<file path="config.mk">
export PLATFORM = sky130hd
export DESIGN_NAME = e203_exu_flush_arb_flat
export DESIGN_NICKNAME = d
export VERILOG_FILES = /design/src/rtl/e203_exu_flush_arb_if.sv /design/src/rtl/e203_exu_flush_arb.sv /design/src/flat_wrapper.sv
export SDC_FILE = /design/constraint.sdc
export NUM_CORES = 1
export LEC_CHECK = 0
export CORE_MARGIN = 4
export CORE_UTILIZATION = 30
export CTS_BUF_LIST = sky130_fd_sc_hd__clkbuf_16
export DETAILED_ROUTE_END_ITERATION = 16
export SYNTH_ARGS = -nofsm -noshare
export SYNTH_HDL_FRONTEND = slang
export SYNTH_SLANG_ARGS = --single-unit
</file>
<file path="constraint.sdc">
create_clock -name clk -period 3.51 [get_ports clk]
set_input_delay 1.053 -clock clk [delete_from_list [all_inputs] [get_ports clk]]
set_output_delay 1.053 -clock clk [all_outputs]
set_load 0.005 [all_outputs]
</file>
<file path="src/rtl/e203_exu_flush_arb_if.sv">
// Flush handshake bundle between the commit stage, the flush arbiter and the IFU.
// The slave modport is the arbiter's view; the master modport is the
// environment's view (commit-side sources plus the IFU acknowledge).
interface e203_exu_flush_arb_if #(
  parameter int PC_SIZE = 32
);
  logic               brchmis_flush_req;
  logic [PC_SIZE-1:0] brchmis_flush_add_op1;
  logic [PC_SIZE-1:0] brchmis_flush_add_op2;
  logic               brchmis_flush_ack;

  logic               excpirq_flush_req;
  logic [PC_SIZE-1:0] excpirq_flush_add_op1;
  logic [PC_SIZE-1:0] excpirq_flush_add_op2;
  logic               excpirq_flush_ack;

  logic               pipe_flush_req;
  logic [PC_SIZE-1:0] pipe_flush_pc;
  logic               pipe_flush_src;
  logic               pipe_flush_ack;

  modport slave (
    input  brchmis_flush_req, brchmis_flush_add_op1, brchmis_flush_add_op2,
    output brchmis_flush_ack,
    input  excpirq_flush_req, excpirq_flush_add_op1, excpirq_flush_add_op2,
    output excpirq_flush_ack,
    output pipe_flush_req, pipe_flush_pc, pipe_flush_src,
    input  pipe_flush_ack
  );

  modport master (
    output brchmis_flush_req, brchmis_flush_add_op1, brchmis_flush_add_op2,
    input  brchmis_flush_ack,
    output excpirq_flush_req, excpirq_flush_add_op1, excpirq_flush_add_op2,
    input  excpirq_flush_ack,
    input  pipe_flush_req, pipe_flush_pc, pipe_flush_src,
    output pipe_flush_ack
  );
endinterface

</file>
<file path="src/rtl/e203_exu_flush_arb.sv">
// EXU flush arbiter: merges the branch-resolve flush and the exception/IRQ
// flush into one registered flush request toward the IFU. The exception
// source wins ties; a pending flush is held until the IFU acknowledges it,
// and a new flush may be accepted in the very cycle the IFU acknowledges.
// Optional macro E203_FLUSH_CNT_EN adds per-source flush statistic counters.
module e203_exu_flush_arb #(
  parameter int PC_SIZE = 32,
  parameter int CNT_W   = 32
) (
  input  logic                 clk,
  input  logic                 rst_n,
  e203_exu_flush_arb_if.slave  fif,
  output logic                 flush_pend
`ifdef E203_FLUSH_CNT_EN
  ,
  output logic [CNT_W-1:0]     flush_cnt_brch,
  output logic [CNT_W-1:0]     flush_cnt_excp
`endif
);

  localparam logic [0:0] ST_IDLE = 1'b0;
  localparam logic [0:0] ST_PEND = 1'b1;

  // Target PC adder: plain modulo-2^PC_SIZE sum, carry discarded.
  function automatic logic [PC_SIZE-1:0] add_wrap(
    input logic [PC_SIZE-1:0] a,
    input logic [PC_SIZE-1:0] b
  );
    logic [PC_SIZE-1:0] s;
    s = a + b;
    return s;
  endfunction

  logic [0:0]         state_p1;
  logic               vld_p1;
  logic [PC_SIZE-1:0] pc_p1;
  logic               src_p1;

  logic               can_accept;
  logic               excp_win;
  logic               brch_win;
  logic               accept;
  logic [PC_SIZE-1:0] nxt_pc_p0;

  // Stage p0: arbitration and target computation (combinational, same cycle as the source request).
  // Acks are suppressed while reset is asserted so no flush is acknowledged and then lost.
  always_comb begin
    can_accept = (state_p1 == ST_IDLE) | ((state_p1 == ST_PEND) & fif.pipe_flush_ack);
    excp_win   = rst_n & can_accept & fif.excpirq_flush_req;
    brch_win   = rst_n & can_accept & fif.brchmis_flush_req & ~fif.excpirq_flush_req;
    accept     = excp_win | brch_win;
    if (fif.excpirq_flush_req) begin
      nxt_pc_p0 = add_wrap(fif.excpirq_flush_add_op1, fif.excpirq_flush_add_op2);
    end else begin
      nxt_pc_p0 = add_wrap(fif.brchmis_flush_add_op1, fif.brchmis_flush_add_op2);
    end
  end

  assign fif.excpirq_flush_ack = excp_win;
  assign fif.brchmis_flush_ack = brch_win;

  // Stage p1: flush request register held toward the IFU until acknowledged.
  always_ff @(posedge clk) begin
    if (!rst_n) begin
      state_p1 <= ST_IDLE;
      vld_p1   <= 1'b0;
      pc_p1    <= '0;
      src_p1   <= 1'b0;
    end else if (accept) begin
      state_p1 <= ST_PEND;
      vld_p1   <= 1'b1;
      pc_p1    <= nxt_pc_p0;
      src_p1   <= excp_win;
    end else if ((state_p1 == ST_PEND) && fif.pipe_flush_ack) begin
      state_p1 <= ST_IDLE;
      vld_p1   <= 1'b0;
    end
  end

  assign fif.pipe_flush_req = vld_p1;
  assign fif.pipe_flush_pc  = pc_p1;
  assign fif.pipe_flush_src = src_p1;
  assign flush_pend         = vld_p1;

`ifdef E203_FLUSH_CNT_EN
  logic [CNT_W-1:0] cnt_brch_p1;
  logic [CNT_W-1:0] cnt_excp_p1;
  logic             hsk;

  assign hsk = vld_p1 & fif.pipe_flush_ack;

  // Count completed IFU handshakes per flush source; counters wrap naturally.
  always_ff @(posedge clk) begin
    if (!rst_n) begin
      cnt_brch_p1 <= '0;
      cnt_excp_p1 <= '0;
    end else if (hsk) begin
      if (src_p1) begin
        cnt_excp_p1 <= cnt_excp_p1 + 1'b1;
      end else begin
        cnt_brch_p1 <= cnt_brch_p1 + 1'b1;
      end
    end
  end

  assign flush_cnt_brch = cnt_brch_p1;
  assign flush_cnt_excp = cnt_excp_p1;
`endif

endmodule

</file>
<file path="src/flat_wrapper.sv">
// flat-port wrapper written by rule: the top's interface ports become plain ports
module e203_exu_flush_arb_flat 
#(
  parameter int PC_SIZE = 32,
  parameter int CNT_W   = 32
)
  (clk, rst_n, flush_pend, fif_brchmis_flush_req, fif_brchmis_flush_add_op1, fif_brchmis_flush_add_op2, fif_brchmis_flush_ack, fif_excpirq_flush_req, fif_excpirq_flush_add_op1, fif_excpirq_flush_add_op2, fif_excpirq_flush_ack, fif_pipe_flush_req, fif_pipe_flush_pc, fif_pipe_flush_src, fif_pipe_flush_ack);
  e203_exu_flush_arb_if #(.PC_SIZE(PC_SIZE)) fif_i ();
  input  logic clk;
  input  logic rst_n;
  output logic flush_pend;
  input wire logic [$bits(fif_i.brchmis_flush_req)-1:0] fif_brchmis_flush_req;
  input wire logic [$bits(fif_i.brchmis_flush_add_op1)-1:0] fif_brchmis_flush_add_op1;
  input wire logic [$bits(fif_i.brchmis_flush_add_op2)-1:0] fif_brchmis_flush_add_op2;
  output wire logic [$bits(fif_i.brchmis_flush_ack)-1:0] fif_brchmis_flush_ack;
  input wire logic [$bits(fif_i.excpirq_flush_req)-1:0] fif_excpirq_flush_req;
  input wire logic [$bits(fif_i.excpirq_flush_add_op1)-1:0] fif_excpirq_flush_add_op1;
  input wire logic [$bits(fif_i.excpirq_flush_add_op2)-1:0] fif_excpirq_flush_add_op2;
  output wire logic [$bits(fif_i.excpirq_flush_ack)-1:0] fif_excpirq_flush_ack;
  output wire logic [$bits(fif_i.pipe_flush_req)-1:0] fif_pipe_flush_req;
  output wire logic [$bits(fif_i.pipe_flush_pc)-1:0] fif_pipe_flush_pc;
  output wire logic [$bits(fif_i.pipe_flush_src)-1:0] fif_pipe_flush_src;
  input wire logic [$bits(fif_i.pipe_flush_ack)-1:0] fif_pipe_flush_ack;
  assign fif_i.brchmis_flush_req = fif_brchmis_flush_req;
  assign fif_i.brchmis_flush_add_op1 = fif_brchmis_flush_add_op1;
  assign fif_i.brchmis_flush_add_op2 = fif_brchmis_flush_add_op2;
  assign fif_brchmis_flush_ack = fif_i.brchmis_flush_ack;
  assign fif_i.excpirq_flush_req = fif_excpirq_flush_req;
  assign fif_i.excpirq_flush_add_op1 = fif_excpirq_flush_add_op1;
  assign fif_i.excpirq_flush_add_op2 = fif_excpirq_flush_add_op2;
  assign fif_excpirq_flush_ack = fif_i.excpirq_flush_ack;
  assign fif_pipe_flush_req = fif_i.pipe_flush_req;
  assign fif_pipe_flush_pc = fif_i.pipe_flush_pc;
  assign fif_pipe_flush_src = fif_i.pipe_flush_src;
  assign fif_i.pipe_flush_ack = fif_pipe_flush_ack;
  e203_exu_flush_arb #(.PC_SIZE(PC_SIZE), .CNT_W(CNT_W)) u_core (.clk(clk), .rst_n(rst_n), .fif(fif_i), .flush_pend(flush_pend));
endmodule
</file>
== After elaboration in Yosys (flattened, before gate mapping) ==
Cells that the tools add are included.

* Add/subtract/negate cells: 2
* Mux-type cells: 3
* Bitwise operators: 9
* Reductions and logical operators: 2

{| class="wikitable"
|+ Operator list
! kind !! count
|-
| $add 32x32->32 || 2
|-
| $mux 32 || 1
|-
| $and 1x1->1 || 5
|-
| $mux 1 || 2
|-
| $not 1->1 || 2
|-
| $or 1x1->1 || 2
|-
| $reduce_bool 2->1 || 1
|-
| $logic_and 1x1->1 || 1
|}

* Bits in registers: 34
* Bits of input ports: 133
* Output and inout port bits: 37

== Depth between registers and ports, before layout ==
Gate-level depths: netlist of the first run.

* Word-level depth: 7
* Gate-level depth with buffers: 10
* Mapped depth without buffers: 10

== Worst setup path before layout of the first run ==
No wires, ideal clock.

* Kind: input -> register
* From: input fif_excpirq_flush_add_op2[0]
* To: register u_core.pc_p1[24] (netlist: u_core.fif.pipe_flush_pc[24])
* Setup time: 95 ps
* Data arrival time: 3222 ps
* Required time: 3415 ps
* Slack: 192 ps
* Cell stages on the path: 10
* Buffers on the path: 0
* Cells stage by stage: ha_1 -> fa_1 -> a21o_1 -> a22oi_1 -> o2111ai_1 -> a311o_1 -> a31oi_1 -> o21ai_1 -> xnor2_1 -> a221oi_1

* Longest elaborated chain between the ends: 2

{| class="wikitable"
|+ RTL lines
! what !! RTL line !! source
|-
| start, declared || flat_wrapper.sv:18 || <nowiki>input wire logic [$bits(fif_i.excpirq_flush_add_op2)-1:0] fif_excpirq_flush_add_op2;</nowiki>
|-
| $add 32x32->32 || e203_exu_flush_arb.sv:30 || <nowiki>s = a + b;</nowiki>
|-
| $mux 32 || e203_exu_flush_arb.sv:52 || <nowiki>if (fif.excpirq_flush_req) begin</nowiki>
|-
| end signal, assigned || e203_exu_flush_arb.sv:72 || <nowiki>pc_p1 <= nxt_pc_p0;</nowiki>
|-
| end, declared || e203_exu_flush_arb.sv:36 || <nowiki>logic [PC_SIZE-1:0] pc_p1;</nowiki>
|}

No other way between the ends.
A chain may end at the register's enable or synchronous reset.

== Worst setup path after layout of the first run ==
* From: input fif_brchmis_flush_add_op1[10]
* To: register u_core.pc_p1[29] (netlist: u_core.fif.pipe_flush_pc[29])

* Longest elaborated chain between the ends: 2

{| class="wikitable"
|+ RTL lines
! what !! RTL line !! source
|-
| start, declared || flat_wrapper.sv:13 || <nowiki>input wire logic [$bits(fif_i.brchmis_flush_add_op1)-1:0] fif_brchmis_flush_add_op1;</nowiki>
|-
| $add 32x32->32 || e203_exu_flush_arb.sv:30 ||
|-
| $mux 32 || e203_exu_flush_arb.sv:52 ||
|}

No other way between the ends.

==> metrics list, run 1 <==
- Worst Path Class, Setup: in -> reg
* Number of nets at the end of the flow: 1,091
- Counting every net in the synthesized netlist gives 816.
- Most used routing layer: met2
* 1st-iter DRT viols: 276
- GR Layer Usage met3: 4.88%
- Cell count after synthesis: slightly above 600
- Number of cells on the worst hold path: 2
* Top flip-flop cell by instance count after synthesis: sky130_fd_sc_hd__dfxtp_1
- Across all layers, the routed design uses 5,781 vias.
- The H-tree was split into 2 levels.
- Walking the worst path, the cells encountered are clkdlybuf4s50_1 > ha_4 > a21o_1 > a21o_1 > buf_4 > a211o_1 > a22oi_1 > and3_1 > o31ai_1 > xor2_1 > o211a_1.
- Global routing consumed, on the met1 layer, a little under a quarter of the routing resources.
* Transition time at the pin with the least slew margin: 0.546 ns
* FFs w/ async S/R, synth: 0%
* Ports: 170
* Via-to-Cell Ratio: 5.20
* Worst flop-to-flop path startpoint: u_core.state_p1$_SDFFE_PN0P_
- Counting both buffers and inverters, the worst setup path holds a total of 2.
- The number of cells on the worst reg-to-reg path is 7.
- Setup violations remaining at the end of the flow were counted as 0.
- Summed over all layers, the global routing overflow is 0.
- Routability-driven placement congestion ratio: between 0.9 and 1
* Worst min-delay path endpoint: u_core.fif.pipe_flush_pc[13]$_SDFFE_PN0P_
- The later pin in the worst-skew pair is clocked with a latency of about 0.28 ns.
* Filler Cells Inserted: 1,525
- STA puts the critical path data required time at between 3 and 4 ns.
- Final antenna diode count: 0
- Number of antenna violations at the first check in global routing: 0
* Sw Pwr: 0.791 mW
- Total power divided by cell area: about 270 mW/mm2
* Vias in the first global route: 5,951
- In the global route stage, met2 resource usage came out at between 30% and 40%.
- Std-Cell Core Area: between 0.015 and 0.02 mm2
- Final core area utilization: 50.2%
- The startpoint identified for the worst hold timing path is u_core.fif.pipe_flush_pc[13]$_SDFFE_PN0P_.
* Post-synth EDFFs: 0
- In the routed design, unresolved DRC markers number 0.
- Terminus of the critical flop-to-flop path: u_core.fif.pipe_flush_pc[30]$_SDFFE_PN0P_
- In this run, synthesis produced a sequential element count of 34.
- Dividing the detail-routed wire length by the instance count gives 16.0 um.
- Final-report hold violation count: 0
* Number of port buffers: 169
* Syn. warnings: 0
- In this run switching power makes up 36.8% of total power.
- The first global-routing pass estimated 28,600 um of wire.
- In this design, the critical path's most frequently occurring cell is sky130_fd_sc_hd__a21o_1.
* Worst path slowest cell: sky130_fd_sc_hd__clkdlybuf4s50_1
- Maximum number of pins on one net before global-route repair: 32
- Estimated wirelength of the detail-placed design: between 15,000 and 20,000 um
- Die outline height: 135 um
- Worst EP arrival: roughly 3.6 ns
- Counting distinct cell types in the post-synthesis netlist gives 69.
* Relative slew slack: 63.4%
* Startpoint class of the critical path: input pin
- On the critical path the largest part of the delay comes from compound AO/OA/AOI/OAI gates.
- From synthesis to final layout, the design area changed by 64.5%.
* Max-slew violations: 0
* Share of total power in the clock network: 20.3%
- The flow ran to the end, and the final reports show no timing, DRC or antenna violations.
* Largest fanout on the critical path: 5
* Number of rows in the core area: 46
* Number of maximum-capacitance violations: 0
- After detailed routing, the total wire length is between 15,000 and 20,000 um.
- CTS Buffer Depth: 2
- Hold bufs inserted after CTS: 0
- The first detailed-routing pass ran for 5 iterations.
- After layout, the worst path uses between 90 and 100% of the clock period.
- Starting utilization of the core area: 30.5%
* Internal power: 1.36 mW
- Clock-pin slew was measured on the worst setup and hold paths at 0.06 ns.
- Combinational share of power: 58.6%
- TritonCTS created 5 clock buffers.
- Share of the yosys chip area belonging to registers: 14.1%
* TritonCTS clock tree: done
- Antenna violation net count after detailed routing: 0
* Worst vdd rail ir drop: ~0.20 mV
- Die extent in x: about 130 um
- The die covers 0.0182 mm2.
- Cells with a size suffix above 1 make up about a fifth of the layout.
- The worst register-to-register path has a setup slack of 1.90 ns.
* Post-Synthesis Mean Instance Area: 7.80 um2
- Derived from the worst setup path, the maximum achievable clock frequency is about 300 MHz.
* Highest cell delay on the worst timing path: 0.52 ns
- The tree is rooted in a sky130_fd_sc_hd__clkbuf_16.
- Minimum hold slack: 0.463 ns
- For this design the static power due to leakage is 3.44 nW.
- Worst hold path type: reg -> reg
- Final critical path time including I/O delays and setup: 3.43 ns
- Worst clock skew: between 0.003 and 0.004 ns
* Total Routing Usage GR: roughly a fifth
* Netlist area before placement: 0.00483 mm2
- Sort of element at the end of the critical path: flip-flop
- Sequential cells burn 21.0% of the power.
- The clock drives 34 sinks.
==> cell usage after synthesis (6+ instances only) <==
| cell type | n | area share, % |
|---|---|---|
| sky130_fd_sc_hd__ha_1 | 62 | 16 |
| sky130_fd_sc_hd__inv_1 | 16 | 1.2 |
| sky130_fd_sc_hd__nor2_1 | 45 | 3.5 |
| sky130_fd_sc_hd__clkbuf_1 | 12 | 0.93 |
| sky130_fd_sc_hd__a221oi_1 | 6 | 1.1 |
| sky130_fd_sc_hd__nand2b_1 | 10 | 1.3 |
| sky130_fd_sc_hd__nand2_1 | 42 | 3.3 |
| sky130_fd_sc_hd__a31oi_1 | 13 | 1.7 |
| sky130_fd_sc_hd__o21bai_1 | 6 | 0.93 |
| sky130_fd_sc_hd__nor3_1 | 15 | 1.6 |
| sky130_fd_sc_hd__o21a_1 | 7 | 1.1 |
| sky130_fd_sc_hd__nand4_1 | 10 | 1.3 |
| sky130_fd_sc_hd__a21o_1 | 33 | 5.1 |
| sky130_fd_sc_hd__a21oi_1 | 60 | 6.2 |
| sky130_fd_sc_hd__o21ai_0 | 34 | 3.5 |
| sky130_fd_sc_hd__xnor2_1 | 31 | 5.6 |
| sky130_fd_sc_hd__o221ai_1 | 9 | 1.6 |
| sky130_fd_sc_hd__and3_1 | 10 | 1.3 |
| sky130_fd_sc_hd__buf_4 | 6 | 0.93 |
| sky130_fd_sc_hd__o211ai_1 | 14 | 2.2 |
| sky130_fd_sc_hd__nand3_1 | 17 | 1.8 |
| sky130_fd_sc_hd__xor2_1 | 22 | 4.0 |
| sky130_fd_sc_hd__a211oi_1 | 17 | 2.6 |
| sky130_fd_sc_hd__dfxtp_1 | 34 | 14 |
==> metal layers <==
metal  vias up  part of all wire, %
li1       2922                    -
met1      2678                   43
met2       163                   49
met3        18                  7.2
met4         0                  1.2
met5         -                    0
==> power groups by stage <==
stage,clock network (mW),logic [mW],registers [mW]
after floorplan,0,0.637,0.454
after global placement,0,1.20,0.460
after detailed placement,0,1.22,0.460
after CTS,0.443,1.24,0.453
after global routing,0.457,1.38,0.457
final,0.438,1.26,0.453
==> per-stage QoR <==
step	worst slack, ns	power [mW]	std cells	TNS (ns)	cell area [um2]
after floorplan	0.192	1.09	619	0	4830
after global placement	-0.442	1.66	1099	-4.83	7570
after detailed placement	-0.497	1.68	1099	-6.16	7570
after CTS	0.00412	2.13	1108	0	7780
after global routing	-0.0209	2.30	1111	-0.0209	7940
final	0.0787	2.15	1111	0	7940
==> what timing repair did <==
item,CTS,global route
buffers inserted,1,3
setup endpoints to repair,9,18
pin swaps,7,20
resized for setup,13,32
==> worst max-delay path by stage <==
| stage | end | cells past startpoint | startpoint | slack [ns] |
|---|---|---|---|---|
| 6_report | u_core.fif.pipe_flush_pc[29]$_SDFFE_PN0P_ | 11 | fif_brchmis_flush_add_op1[10] | 0.08 |
| 5_1_grt | u_core.fif.pipe_flush_pc[24]$_SDFFE_PN0P_ | 12 | fif_brchmis_flush_add_op1[0] | -0.02 |
| 4_1_cts | u_core.fif.pipe_flush_pc[24]$_SDFFE_PN0P_ | 12 | fif_brchmis_flush_add_op1[0] | 0.004 |
| 3_5_place_dp | u_core.fif.pipe_flush_pc[28]$_SDFFE_PN0P_ | 11 | fif_excpirq_flush_add_op2[0] | -0.50 |
| 3_3_place_gp | u_core.fif.pipe_flush_pc[24]$_SDFFE_PN0P_ | 11 | fif_excpirq_flush_add_op2[0] | -0.44 |
| 2_1_floorplan | u_core.fif.pipe_flush_pc[24]$_SDFFE_PN0P_ | 10 | fif_excpirq_flush_add_op2[0] | 0.19 |
==> state kept, by name, indices dropped and copies added (netlist names) <==
| signal | cells |
|---|---|
| u_core.state_p1 | 1 |
| u_core.fif.pipe_flush_src | 1 |
| u_core.fif.pipe_flush_pc | 32 |
==> worst register-to-register path, cell delays in order, from the launching register on <==
cell and delay [ns]:
sky130_fd_sc_hd__dfxtp_1 0.44, sky130_fd_sc_hd__nand2b_4 0.09, sky130_fd_sc_hd__o211a_1 0.14, sky130_fd_sc_hd__nand2_1 0.09, sky130_fd_sc_hd__inv_1 0.07, sky130_fd_sc_hd__buf_4 0.19, sky130_fd_sc_hd__a32o_1 0.25, sky130_fd_sc_hd__o31a_1 0.23
==> layout by cell type, fill, tap and decap left out, types with 10 or more instances in the layout <==
cell	Yosys	layout
sky130_fd_sc_hd__a211oi_1	17	14
sky130_fd_sc_hd__a21o_1	33	33
sky130_fd_sc_hd__a21oi_1	60	57
sky130_fd_sc_hd__and3_1	10	10
sky130_fd_sc_hd__buf_4	6	125
sky130_fd_sc_hd__clkdlybuf4s50_1	0	162
sky130_fd_sc_hd__dfxtp_1	34	34
sky130_fd_sc_hd__ha_1	62	59
sky130_fd_sc_hd__inv_1	16	16
sky130_fd_sc_hd__nand2_1	42	42
sky130_fd_sc_hd__nand3_1	17	15
sky130_fd_sc_hd__nand4_1	10	10
sky130_fd_sc_hd__nor2_1	45	45
sky130_fd_sc_hd__nor3_1	15	15
sky130_fd_sc_hd__o211ai_1	14	14
sky130_fd_sc_hd__o21ai_0	34	31
sky130_fd_sc_hd__xnor2_1	31	30
sky130_fd_sc_hd__xor2_1	22	22
==> final cells by class <==
cell class	count	area, um2	share of cell area, %
Clock buffer	5	125	1.58
Clock inverter	3	21.3	0.268
Sequential cell	34	681	8.57
Inverter	17	63.8	0.803
Multi-Input combinational cell	542	4140	52.1
Tap cell	216	270	3.40
Timing Repair Buffer	294	2640	33.2
==> kinds of logic (layout without fill, tap and decap cells) <==
group / count (synthesis) / in the layout / share of synthesized area [%]
adder cells (fa/ha/maj): 64 / 64 / 16.9
XOR/XNOR: 53 / 53 / 9.61
flip-flops: 34 / 34 / 14.1
AND/OR/NAND/NOR: 172 / 172 / 17.8
multiplexers: 6 / 6 / 1.27
buffers and inverters: 43 / 319 / 4.04
AO/OA/AOI/OAI: 247 / 247 / 36.3
Note: power is estimated with default switching activity, not from simulation.
==> inputs of run 2 (changes only) <==
--- a/config.mk
+++ b/config.mk
@@ -6,9 +6,11 @@
 export NUM_CORES = 1
 export LEC_CHECK = 0
 export CORE_MARGIN = 4
-export CORE_UTILIZATION = 30
+export CORE_UTILIZATION = 47
 export CTS_BUF_LIST = sky130_fd_sc_hd__clkbuf_16
 export DETAILED_ROUTE_END_ITERATION = 16
+export PLACE_DENSITY = 0.83
 export SYNTH_ARGS = -nofsm -noshare
 export SYNTH_HDL_FRONTEND = slang
 export SYNTH_SLANG_ARGS = --single-unit
+export TNS_END_PERCENT = 100
==> run 2 against run 1 <==
  * Clock skew decreased by 0.0013 ns
  * Clock-buffer cell count unchanged
  * First-iteration DRC count increased by 93%
  * Non-clock buffer count fell by 11
  * Sequential cell count unchanged
  * Critical path type unchanged
  * Highest routed layer unchanged
==> metrics list, run 2 (synthesized netlist as in run 1, its figures left out) <==
- Result of the run: finished clean
* Largest register FFs: 32 (unchanged)
* Required time of the worst setup path: 3.65 ns (-0.03 ns)
* Std-Cell Core Area: 0.00991 mm2 (-37%)
- The power spent charging and discharging nets came to 0.794 mW (+0.40%).
* Sequential fraction of design power: 21.1% (about the same)
- The post-detailed-route count of antenna-violating nets was 0 (unchanged).
- The delay of the slowest cell on the worst path was 0.51 ns (about the same).
- The overall routed net length was 18,500 um (+4.5%).
- Met2 usage: 51.9% (+18 points)
* Switching share of power: 37.1% (+0.36 points)
- Via-to-Cell Ratio: 5.96 (+15%)
- Transition time at the pin with the least slew margin: 0.499 ns (-0.0471 ns)
* Worst EP arrival: 3.61 ns (about the same)
- The worst-case clock buffer depth came to 2 (unchanged).
* Final critical path time including I/O delays and setup: 3.47 ns (+0.0366 ns)
- The clock latency on the worst-skew pair came to 0.27 ns (about the same).
* Number of nets at the end of the flow: 1,080 (-1.0%)
* Estimated wirelength of the detail-placed design: 14,800 um (-1.5%)
- GR Layer Usage met3: 3.41% (-1.5 points)
* Largest fanout on the critical path: 4 (-1)
- The number of levels the H-tree was split into came to 2 (unchanged).
* Total Neg Setup Slack: 0 ns (unchanged)
- Hold bufs inserted after CTS: 0 (unchanged)
* Syn-to-layout area delta: 60.1%
- Vias in the first global route: 5,934 (-0.29%)
- Worst path slowest cell: sky130_fd_sc_hd__clkdlybuf4s50_1
- The largest net degree at the start of global routing was 30 (-6.3%).
- Overall via count from detail_route: 6,060 (+4.8%)
- The library cells used most frequently in the layout, excluding fill and tap cells, are sky130_fd_sc_hd__clkdlybuf4s50_1, sky130_fd_sc_hd__buf_4, sky130_fd_sc_hd__ha_1, sky130_fd_sc_hd__a21oi_1, sky130_fd_sc_hd__nor2_1.
- The number of buffers inserted by port buffering came to 169 (unchanged).
- The min-delay analysis places its worst path in the category reg -> reg.
- Setup ws final: 0.0421 ns (-0.0366 ns)
* CTS clk-pin slew, worst paths: 0.05 ns (about the same)
- Iteration count of the initial detailed-routing pass: 6 (+1)
- The setup violation total in the final timing report was 0 (unchanged).
- The setup path with the least slack is of type in -> reg.
- Most common library cell in the layout ignoring fill and taps: sky130_fd_sc_hd__clkdlybuf4s50_1
- Number of maximum-capacitance violations: 0 (unchanged)
* Sort of element at the end of the critical path: flip-flop
- The wire length of the first global-routing pass is 28,000 um (-2.0%).
- Final core area utilization: 78.0% (+28 points)
* Number of rows in the core area: 36 (-22%)
* Final antenna diode count: 0 (unchanged)
* Routability-driven placement congestion ratio: 0.941 (-2.2%)
- Crit path cell chain: clkdlybuf4s50_1 > ha_4 > a21o_1 > a21o_1 > a211oi_4 > a211oi_2 > a211o_1 > a221oi_2 > xor2_1 > a221oi_2
* Most used routing layer: met2
* Number of antenna violations at the first check in global routing: 0 (unchanged)
* Fmax: 288 MHz (-1.1%)
- Die outline height: 109 um (-19%)
- Wirelength per Cell: 18.2 um (+14%)
- The total DRC errors in the routed layout came to 0 (unchanged).
- The setup clock skew after layout came to 0.00206 ns (-0.00130 ns).
- Met1 Track Usage GR: 36.1% (+12 points)
* Total power divided by cell area: 277 mW/mm2 (+2.1%)
- 1st-iter DRT viols: 532 (+93%)
- The post-route clock period utilization is 98.8% (+1.0 points).
* Die Area: 0.0120 mm2 (-34%)
* Relative slew slack: 66.6% (+3.2 points)
- Startpoint class of the critical path: input pin
- Internal power: 1.34 mW (-1.1%)
- TritonCTS built the clock tree.
- The proportion of power drawn by the clock network came to 19.1% (-1.2 points).
* Worst vdd rail ir drop: 0.171 mV (-14%)
- On the critical path the largest part of the delay comes from compound AO/OA/AOI/OAI gates.
- The all-layer global routing usage is 28.7% (+9.8 points).
- Fraction of final layout cells sized beyond drive strength 1: 19.6% (-0.99 points)
* Number of placed cells counting well taps: 1,006 (-8.5%)
- Inserted Clock Buffers: 5 (unchanged)
- The initial standard-cell utilization of the core came to 48.7% (+18 points).
* Overflow left after global routing: 0 (unchanged)
- Count of clock tree sinks: 34 (unchanged)
- The number of max-slew violations in the final report is 0 (unchanged).
- Fin cells: 1,017 (-8.5%)
- The pre-CTS setup slack was -0.505 ns (-0.00814 ns).
- CTS root buffer: sky130_fd_sc_hd__clkbuf_16
- The worst path buffer plus inverter count came to 1 (-1).
- Final-report hold violation count: 0 (unchanged)
- The combinational power share was 59.8% (+1.2 points).
- The I/O pin total came to 170 (unchanged).
- Leak: 3.37 nW (-1.9%)
- Die extent in x: 109 um (-19%)
## run 2: cell count changes in the layout (fill, tap and decap cells not counted), moves of 2 or more
cell	before	now
sky130_fd_sc_hd__o31ai_2	3	1
sky130_fd_sc_hd__a211oi_1	14	12
sky130_fd_sc_hd__o31ai_1	1	3
sky130_fd_sc_hd__o21ai_1	5	8
sky130_fd_sc_hd__buf_4	125	114
sky130_fd_sc_hd__a211oi_2	3	5
sky130_fd_sc_hd__o21ai_0	31	28
## run 2: tightest hold or removal path, stage by stage, from the launching register on
cell	delay, ns
sky130_fd_sc_hd__dfxtp_1	0.31
sky130_fd_sc_hd__nand2_1	0.05
sky130_fd_sc_hd__a21oi_1	0.06
## run 2: power by group through the flow
stage / Clock [mW] / Sequential (mW) / Combinational [mW]
2_1_floorplan: 0 / 0.454 / 0.637
3_3_place_gp: 0 / 0.457 / 1.17
3_5_place_dp: 0 / 0.458 / 1.20
4_1_cts: 0.410 / 0.451 / 1.23
5_1_grt: 0.427 / 0.455 / 1.37
6_report: 0.408 / 0.452 / 1.28
## run 2: per-stage QoR
step | hold WS (ns) | power (mW) | instance area, um2
4_1_cts | 0.463 | 2.09 | 7590
3_3_place_gp | 0.443 | 1.62 | 7390
5_1_grt | 0.486 | 2.26 | 7730
3_5_place_dp | 0.454 | 1.66 | 7390
6_report | 0.470 | 2.14 | 7730
2_1_floorplan | 0.453 | 1.09 | 4830
## run 2: worst paths after layout
path	from	slack, ns	cells past startpoint	end
hold / removal	u_core.fif.pipe_flush_pc[13]$_SDFFE_PN0P_	0.47	2	u_core.fif.pipe_flush_pc[13]$_SDFFE_PN0P_
hold reg to reg	u_core.fif.pipe_flush_pc[13]$_SDFFE_PN0P_	0.47	2	u_core.fif.pipe_flush_pc[13]$_SDFFE_PN0P_
setup reg to reg	u_core.state_p1$_SDFFE_PN0P_	1.90	7	u_core.fif.pipe_flush_pc[30]$_SDFFE_PN0P_
setup / recovery	fif_brchmis_flush_add_op1[10]	0.04	10	u_core.fif.pipe_flush_pc[27]$_SDFFE_PN0P_
## run 2: final cells by class
cell class	instances	area (um2)
flip-flops and latches	34	681
inverters	17	63.8
fillers	699	2180
repair buffers	283	2560
multi-input cells	542	4130
clock buffers	5	125
clock inverters	3	12.5
well taps	133	166
## run 2: metal layers
metal / routed length (um) / share of wire (%)
met5: 0 / 0
met4: 395 / 2.1
met3: 1430 / 7.7
met2: 9160 / 49
met1: 7540 / 41
## run 2: what timing repair did
| action | CTS | global route |
|---|---|---|
| endpoints found under the setup margin | 10 | 21 |
| pin swaps | 4 | 24 |
| setup buffers | 1 | 2 |
| gates resized for setup | 14 | 33 |
